==> src/rtl/imem_loader.sv <==
// Byte-stream program loader: frames, assembles and writes 32-bit words
// into instruction memory, holding the CPU until the image verifies.
module imem_loader #(
  parameter int ADDR_W = 16,
  parameter int MAX_WORDS = 1024,
  parameter logic [7:0] SYNC_BYTE = 8'hA5
) (
  input  logic              clk,
  input  logic              rst,
  input  logic              in_valid,
  input  logic [7:0]        in_data,
  output logic              in_ready,
  output logic              imem_we,
  output logic [ADDR_W-1:0] imem_addr,
  output logic [31:0]       imem_wdata,
  output logic              cpu_hold,
  output logic              load_done,
  output logic              load_err,
  output logic [15:0]       words_loaded
);

  typedef enum logic [2:0] {
    IDLE, LEN_LO, LEN_HI, DATA, CSUM, DONE, ERR
  } state_t;

  state_t state, state_n;

  logic [15:0]       len;
  logic [1:0]        lane;
  logic [7:0]        csum;
  logic [23:0]       wbuf;
  logic [ADDR_W-1:0] widx;
  logic              fire;
  logic              wr_word;
  logic              last_word;
  logic [15:0]       len_n;
  logic [31:0]       widx_p1;

  assign in_ready  = (state != DONE) && (state != ERR);
  assign fire      = in_valid && in_ready;
  assign len_n     = {in_data, len[7:0]};
  assign widx_p1   = 32'(widx) + 32'd1;
  assign last_word = widx_p1 == 32'(len);
  assign cpu_hold  = ~load_done;

  always_comb begin
    state_n = state;
    wr_word = 1'b0;
    unique case (state)
      IDLE:
        if (fire && in_data == SYNC_BYTE)
          state_n = LEN_LO;
      LEN_LO:
        if (fire)
          state_n = LEN_HI;
      LEN_HI:
        if (fire) begin
          if (32'(len_n) > 32'(MAX_WORDS))
            state_n = ERR;
          else if (len_n == 16'd0)
            state_n = CSUM;
          else
            state_n = DATA;
        end
      DATA:
        if (fire && lane == 2'd3) begin
          wr_word = 1'b1;
          if (last_word)
            state_n = CSUM;
        end
      CSUM:
        if (fire)
          state_n = (in_data == csum) ? DONE : ERR;
      DONE: state_n = DONE;
      ERR:  state_n = ERR;
      default: state_n = IDLE;
    endcase
  end

  always_ff @(posedge clk) begin
    if (rst) begin
      state        <= IDLE;
      len          <= '0;
      lane         <= '0;
      csum         <= '0;
      wbuf         <= '0;
      widx         <= '0;
      imem_we      <= 1'b0;
      imem_addr    <= '0;
      imem_wdata   <= '0;
      load_done    <= 1'b0;
      load_err     <= 1'b0;
      words_loaded <= '0;
    end else begin
      state   <= state_n;
      imem_we <= wr_word;
      if (fire) begin
        unique case (state)
          LEN_LO: len[7:0] <= in_data;
          LEN_HI: begin
            len  <= len_n;
            lane <= '0;
            csum <= '0;
            widx <= '0;
          end
          DATA: begin
            csum <= csum ^ in_data;
            lane <= lane + 2'd1;
            // Lanes shift in from the top so lane 0 ends up in bits [7:0]
            wbuf <= {in_data, wbuf[23:8]};
          end
          default: ;
        endcase
      end
      if (wr_word) begin
        imem_addr    <= widx;
        imem_wdata   <= {in_data, wbuf};
        widx         <= widx + 1'b1;
        words_loaded <= words_loaded + 16'd1;
      end
      if (state_n == DONE)
        load_done <= 1'b1;
      if (state_n == ERR)
        load_err <= 1'b1;
    end
  end

endmodule

==> config.mk <==
export PLATFORM = sky130hd
export DESIGN_NAME = imem_loader
export DESIGN_NICKNAME = d
export VERILOG_FILES = /design/src/rtl/imem_loader.sv
export SDC_FILE = /design/constraint.sdc
export NUM_CORES = 1
export LEC_CHECK = 0
export BUFFER_PORTS_ARGS = -buffer_cell sky130_fd_sc_hd__buf_4
export CORE_MARGIN = 5
export CORE_UTILIZATION = 40
export DETAILED_ROUTE_END_ITERATION = 6
export MAX_ROUTING_LAYER = met4
export PLACE_DENSITY_LB_ADDON = 0.12
export SLEW_MARGIN = 20
export SYNTH_ARGS = -nofsm -noshare
export SYNTH_HDL_FRONTEND = slang
export SYNTH_SLANG_ARGS = --single-unit
export TNS_END_PERCENT = 10
==> constraint.sdc <==
create_clock -name clk -period 2.35 [get_ports clk]
set_input_delay 0.3525 -clock clk [delete_from_list [all_inputs] [get_ports clk]]
set_output_delay 0.3525 -clock clk [all_outputs]
set_load 0.05 [all_outputs]
Word level (Yosys, flattened, before mapping)
Cells that the tools add are included.

Add/sub/neg operators: 4. Magnitude comparators: 1. Equal/unequal tests: 14. Multiplexer cells: 17. Bitwise operators: 2. Reduce and logical (&&, ||, !) cells: 14.

Operator list (number): $mux 16 (3); $add 16x1->16 const B (2); $mux 3 (8); $pmux 3 s7 (1); $add 16x1->17 const B (1); $eq 17x16->1 (1); $gt 16x11->1 const B (1); $logic_not 16->1 (1); $pmux 8 s2 (1); $eq 3x3->1 const B (5); $reduce_and 2->1 (5); $eq 8x8->1 (1); $eq 8x8->1 const B (1); $xor 8x8->8 (1); $eq 3x2->1 const B (2); $ne 3x3->1 const B (2); $reduce_bool 2->1 (3); $logic_and 1x1->1 (4); $pmux 2 s2 (1); $eq 3x1->1 const B (1); $logic_not 3->1 (1); $add 2x1->2 const B (1); $eq 2x2->1 const B (1); $mux 1 (2); other kinds (2) (2).

Bits in registers: 136. Bits of input ports: 11.

Logic depth before layout (Yosys ltp)
Word-level depth: 8. Gate-level depth with buffers: 10. Depth with buffers taken out: 8.

Worst setup path after synthesis
Ideal clock, no wire load.

Path type: register -> register. Start: register widx[0]. End: register state[0]. Library setup time: 0.131 ns. Data arrival time: 2.109 ns. Data required time: 2.219 ns. Setup slack: 0.110 ns. Stages on the path, launching flop included: 11. Path buffers: 2. Clock period less this slack: 2.240 ns. Cells stage by stage: dfxtp_1 -> ha_1 -> clkbuf_2 -> nand2_1 -> or4_1 -> buf_2 -> xor2_1 -> nand2_1 -> o2111ai_1 -> nor4_2 -> o21ai_0.

Longest elaborated chain between the ends: 5.

Ends and longest elaborated chain: start, declared (line 32) `logic [ADDR_W-1:0] widx;`; start signal, assigned (line 118) `widx <= widx + 1'b1;`; $add 16x1->17 (line 42) `assign widx_p1 = 32'(widx) + 32'd1;`; $eq 17x16->1 (line 43) `assign last_word = widx_p1 == 32'(len);`; $mux 3 (line 68) `if (last_word)`; $mux 3 (line 66) `if (fire && lane == 2'd3) begin`; $pmux 3 s7 (line 49) `unique case (state)`; end signal, assigned (line 95) `state <= state_n;`; end, declared (line 26) `state_t state, state_n;`.

No other way between the ends. A chain may end at the register's enable or synchronous reset.

Worst setup path in the final report
Start: register widx[10]. End: register state[0].

Same word-level chain as after synthesis.

==> metrics.md <==
| Metric | Value |
|---|---|
| Area Overhead vs Synth | `24.3%` |
| Post-Place Setup Slack | `126 ps` |
| GR Util All Layers | `18.2%` |
| Reg-to-Reg End | `state[0]` |
| Setup violations, final | `0` |
| Crit path arrival time | `2480 ps` |
| Commonest cells after routing, fill and taps aside | `201 x nand2_1, 132 x dfxtp_1, 124 x a21oi_1, 104 x buf_4, 55 x nor2_1` |
| Final Hold Vio Count | `0` |
| Vias in the first global route | `5025` |
| Largest area contributor in the netlist | `dfxtp_1` |
| TritonRoute pass-1 iters | `5` |
| Syn nets | `785` |
| Pins Over Slew Limit | `0` |
| Final ANT Viol Nets | `0` |
| Worst slew margin | `56.1%` |
| Clock tree buffer depth | `2` |
| Final core occ | `50.5%` |
| Most common cell after layout, fill and taps aside | `nand2_1` |
| Critical Path RT | `2640 ps` |
| GRT overflow | `0` |
| CP endpoint kind | `register` |
| Port buffer count | `79` |
| Syn. warnings | `0` |
| Mean Syn Cell Area | `7.66 µm²` |
| Depth of the CTS H-tree | `4` |
| Hold path startpoint | `in_data[6]` |
| Synth top area share | `46.1%` |
| # Post-CTS Setup Buffers | `0` |
| Area of the core | `14500 µm²` |
| Die ar. | `17300 µm²` |
| Distinct cells, synth | `47` |
| DRC viols | `0` |
| Worst hold path endpoint | `len[14]` |
| Internal power | `4.14 mW` |
| Critical path peak fanout | `6` |
| Largest net degree at the start of global routing | `60` |
| Setup ws final | `158 ps` |
| Clock root buffer | `clkbuf_16` |
| Share of layout cells above drive strength 1 | `18.3%` |
| Startpoint types | `register` |
| Global-route wire length before repair | `25.4 mm` |
| R2r worst-path depth | `7` |
| Placer Congestion | `0.979` |
| Tmin final | `2190 ps` |
| Initial Util | `40.7%` |
| CTS sink cnt | `136` |
| Reg power frac | `44.3%` |
| Die X | `132 µm` |
| RSZ-0062 raised after global routing | `no` |
| Reg-to-reg startpoint | `widx[10]` |
| Worst Hold Class | `primary input to register` |
| Hold Path Stages | `3` |
| Synth Register Bits | `136` |
| Setup Skew | `8.19 ps` |
| P_leak | `2.78 nW` |
| TritonCTS clock tree | `yes` |
| Outcome | `completed` |
| # resized after CTS | `0` |
| Wirelength per Cell | `14.9 µm` |
| Clk_lat worst skew | `420 ps` |
| TritonCTS buffer count | `17` |
| Sw Share | `20.5%` |
| Initial antenna violation count | `0` |
| Vias | `5380` |
| NetSw | `1.07 mW` |
| Register area share after synthesis | `46.1%` |
| PwrDens | `709 nW/µm²` |
| R2R Setup Slk | `160 ps` |
| Fin Setup TNS | `0 ps` |
| Logic pwr share | `1.8%` |
| Post-DP HPWL | `10.9 mm` |
| Max VDD drop | `453 µV` |
| Final Routed Wirelength | `15.4 mm` |
| Tcrit/Tclk final | `93.3%` |
| Vias/cell | `5.21` |
| Nets | `850` |
| CTS Hold Bufs | `0` |
| Clk network pwr share | `53.9%` |
| Fmax achieved | `456 MHz` |
| Max_cap viols | `0` |
| Die H | `132 µm` |
| CP Class | `register to register` |
| Synth Cell Area | `5910 µm²` |
| Worst-path clk slew | `60 ps` |
| FP Rows | `44` |
| Top post-synthesis cells by area | `dfxtp_1 46%, nand2_1 13%, a21oi_1 11%` |
| I/O pin cnt | `80` |
| Starting DRT DRC Count | `399` |
| Antenna cell count | `0` |
| Mapped Cells | `771` |
| Tightest Pin Transition | `650 ps` |
## synthesized netlist by cell type (all sizes together)
cell       n
nand2    202
dfxtp    136
a21oi    124
nor2      55
clkbuf    44
xor2      27
o21ai     26
nand3     19
xnor2     19
buf       15
and3      11
or2       10
nor2b      9
nor4       9
nand4      8
nor3       8
and2       5
inv        5
a31oi      4
a211oi     3
ha         3
mux2i      3
or3        3
a311oi     2
nand2b     2
o2111ai    2
o31ai      2
or4        2
a2111oi    1
a21o       1
a222oi     1
a2bb2oi    1
a311o      1
and2b      1
and4b      1
nand3b     1
nand4b     1
nor3b      1
o211a      1
o21a       1
o311ai     1
## per-stage QoR
step / cell area (µm²) / cells / hold WS, ps / power, mW
global placement: 6700 / 1001 / 442 / 2.45
floorplan: 5910 / 771 / 432 / 2.41
finish: 7340 / 1033 / 228 / 5.21
CTS: 7330 / 1033 / 209 / 5.26
detailed placement: 6700 / 1001 / 448 / 2.45
global route: 7340 / 1033 / 211 / 5.37
## metal layers
metal | GRT usage (%) | part of all wire (%) | vias up
met5 | - | 0 | -
met4 | 6.29 | 1.7 | 0
met3 | 4.01 | 4.6 | 21
met2 | 27.1 | 45 | 136
met1 | 24.6 | 48 | 2510
li1 | - | - | 2713
## cell families (layout without fill, tap and decap cells)
logic type	count (synthesis)	count (layout)	share of synthesized area [%]
simple gates	348	348	26.0
xor+xnor	46	46	6.82
mux	3	3	0.508
flops	136	136	46.1
fa+ha+maj	3	3	0.635
buf+inv	64	142	4.36
compound gates	171	171	15.6
## registers in the layout (all words and copies together) (netlist names)
| register | count |
|---|---|
| wbuf | 24 |
| imem_addr | 16 |
| imem_wdata | 32 |
| widx | 16 |
| load_err | 1 |
| len | 16 |
| lane | 2 |
| csum | 8 |
| state | 3 |
| load_done | 1 |
| imem_we | 1 |
| words_loaded | 16 |
## power groups by stage
stage	combinational [mW]	clock (mW)	sequential, mW
CTS	0.0949	2.86	2.31
global placement	0.0937	0	2.36
floorplan	0.0559	0	2.36
global route	0.101	2.96	2.30
detailed placement	0.0947	0	2.36
finish	0.0936	2.81	2.31
## cell type report
| class | instances | area (µm²) |
|---|---|---|
| clock inverter | 10 | 168 |
| inverter | 5 | 18.8 |
| tap | 184 | 230 |
| sequential | 136 | 2730 |
| fill | 1409 | 7190 |
| timing repair buffer | 105 | 801 |
| multi-input combinational | 571 | 2950 |
| clock buffer | 22 | 454 |
## critical path, cell delays in order, from the launching register on
cell and delay, ps:
dfxtp_1 440, nand4_2 180, or4_4 610, xor2_1 170, nand2_1 60, o2111ai_1 100
nor4_2 360, o21ai_0 140
## worst max path at each step
| stage | startpoint | cells after the start | slack [ps] | to |
|---|---|---|---|---|
| after floorplan | widx[0] | 10 | 110 | state[0] |
| after global placement | widx[1] | 8 | 210 | state[0] |
| after detailed placement | widx[9] | 7 | 130 | state[0] |
| after CTS | widx[9] | 7 | 110 | state[0] |
| after global routing | widx[10] | 7 | 20 | state[0] |
| final | widx[10] | 7 | 160 | state[0] |
Power figures use the tool's default switching activity.
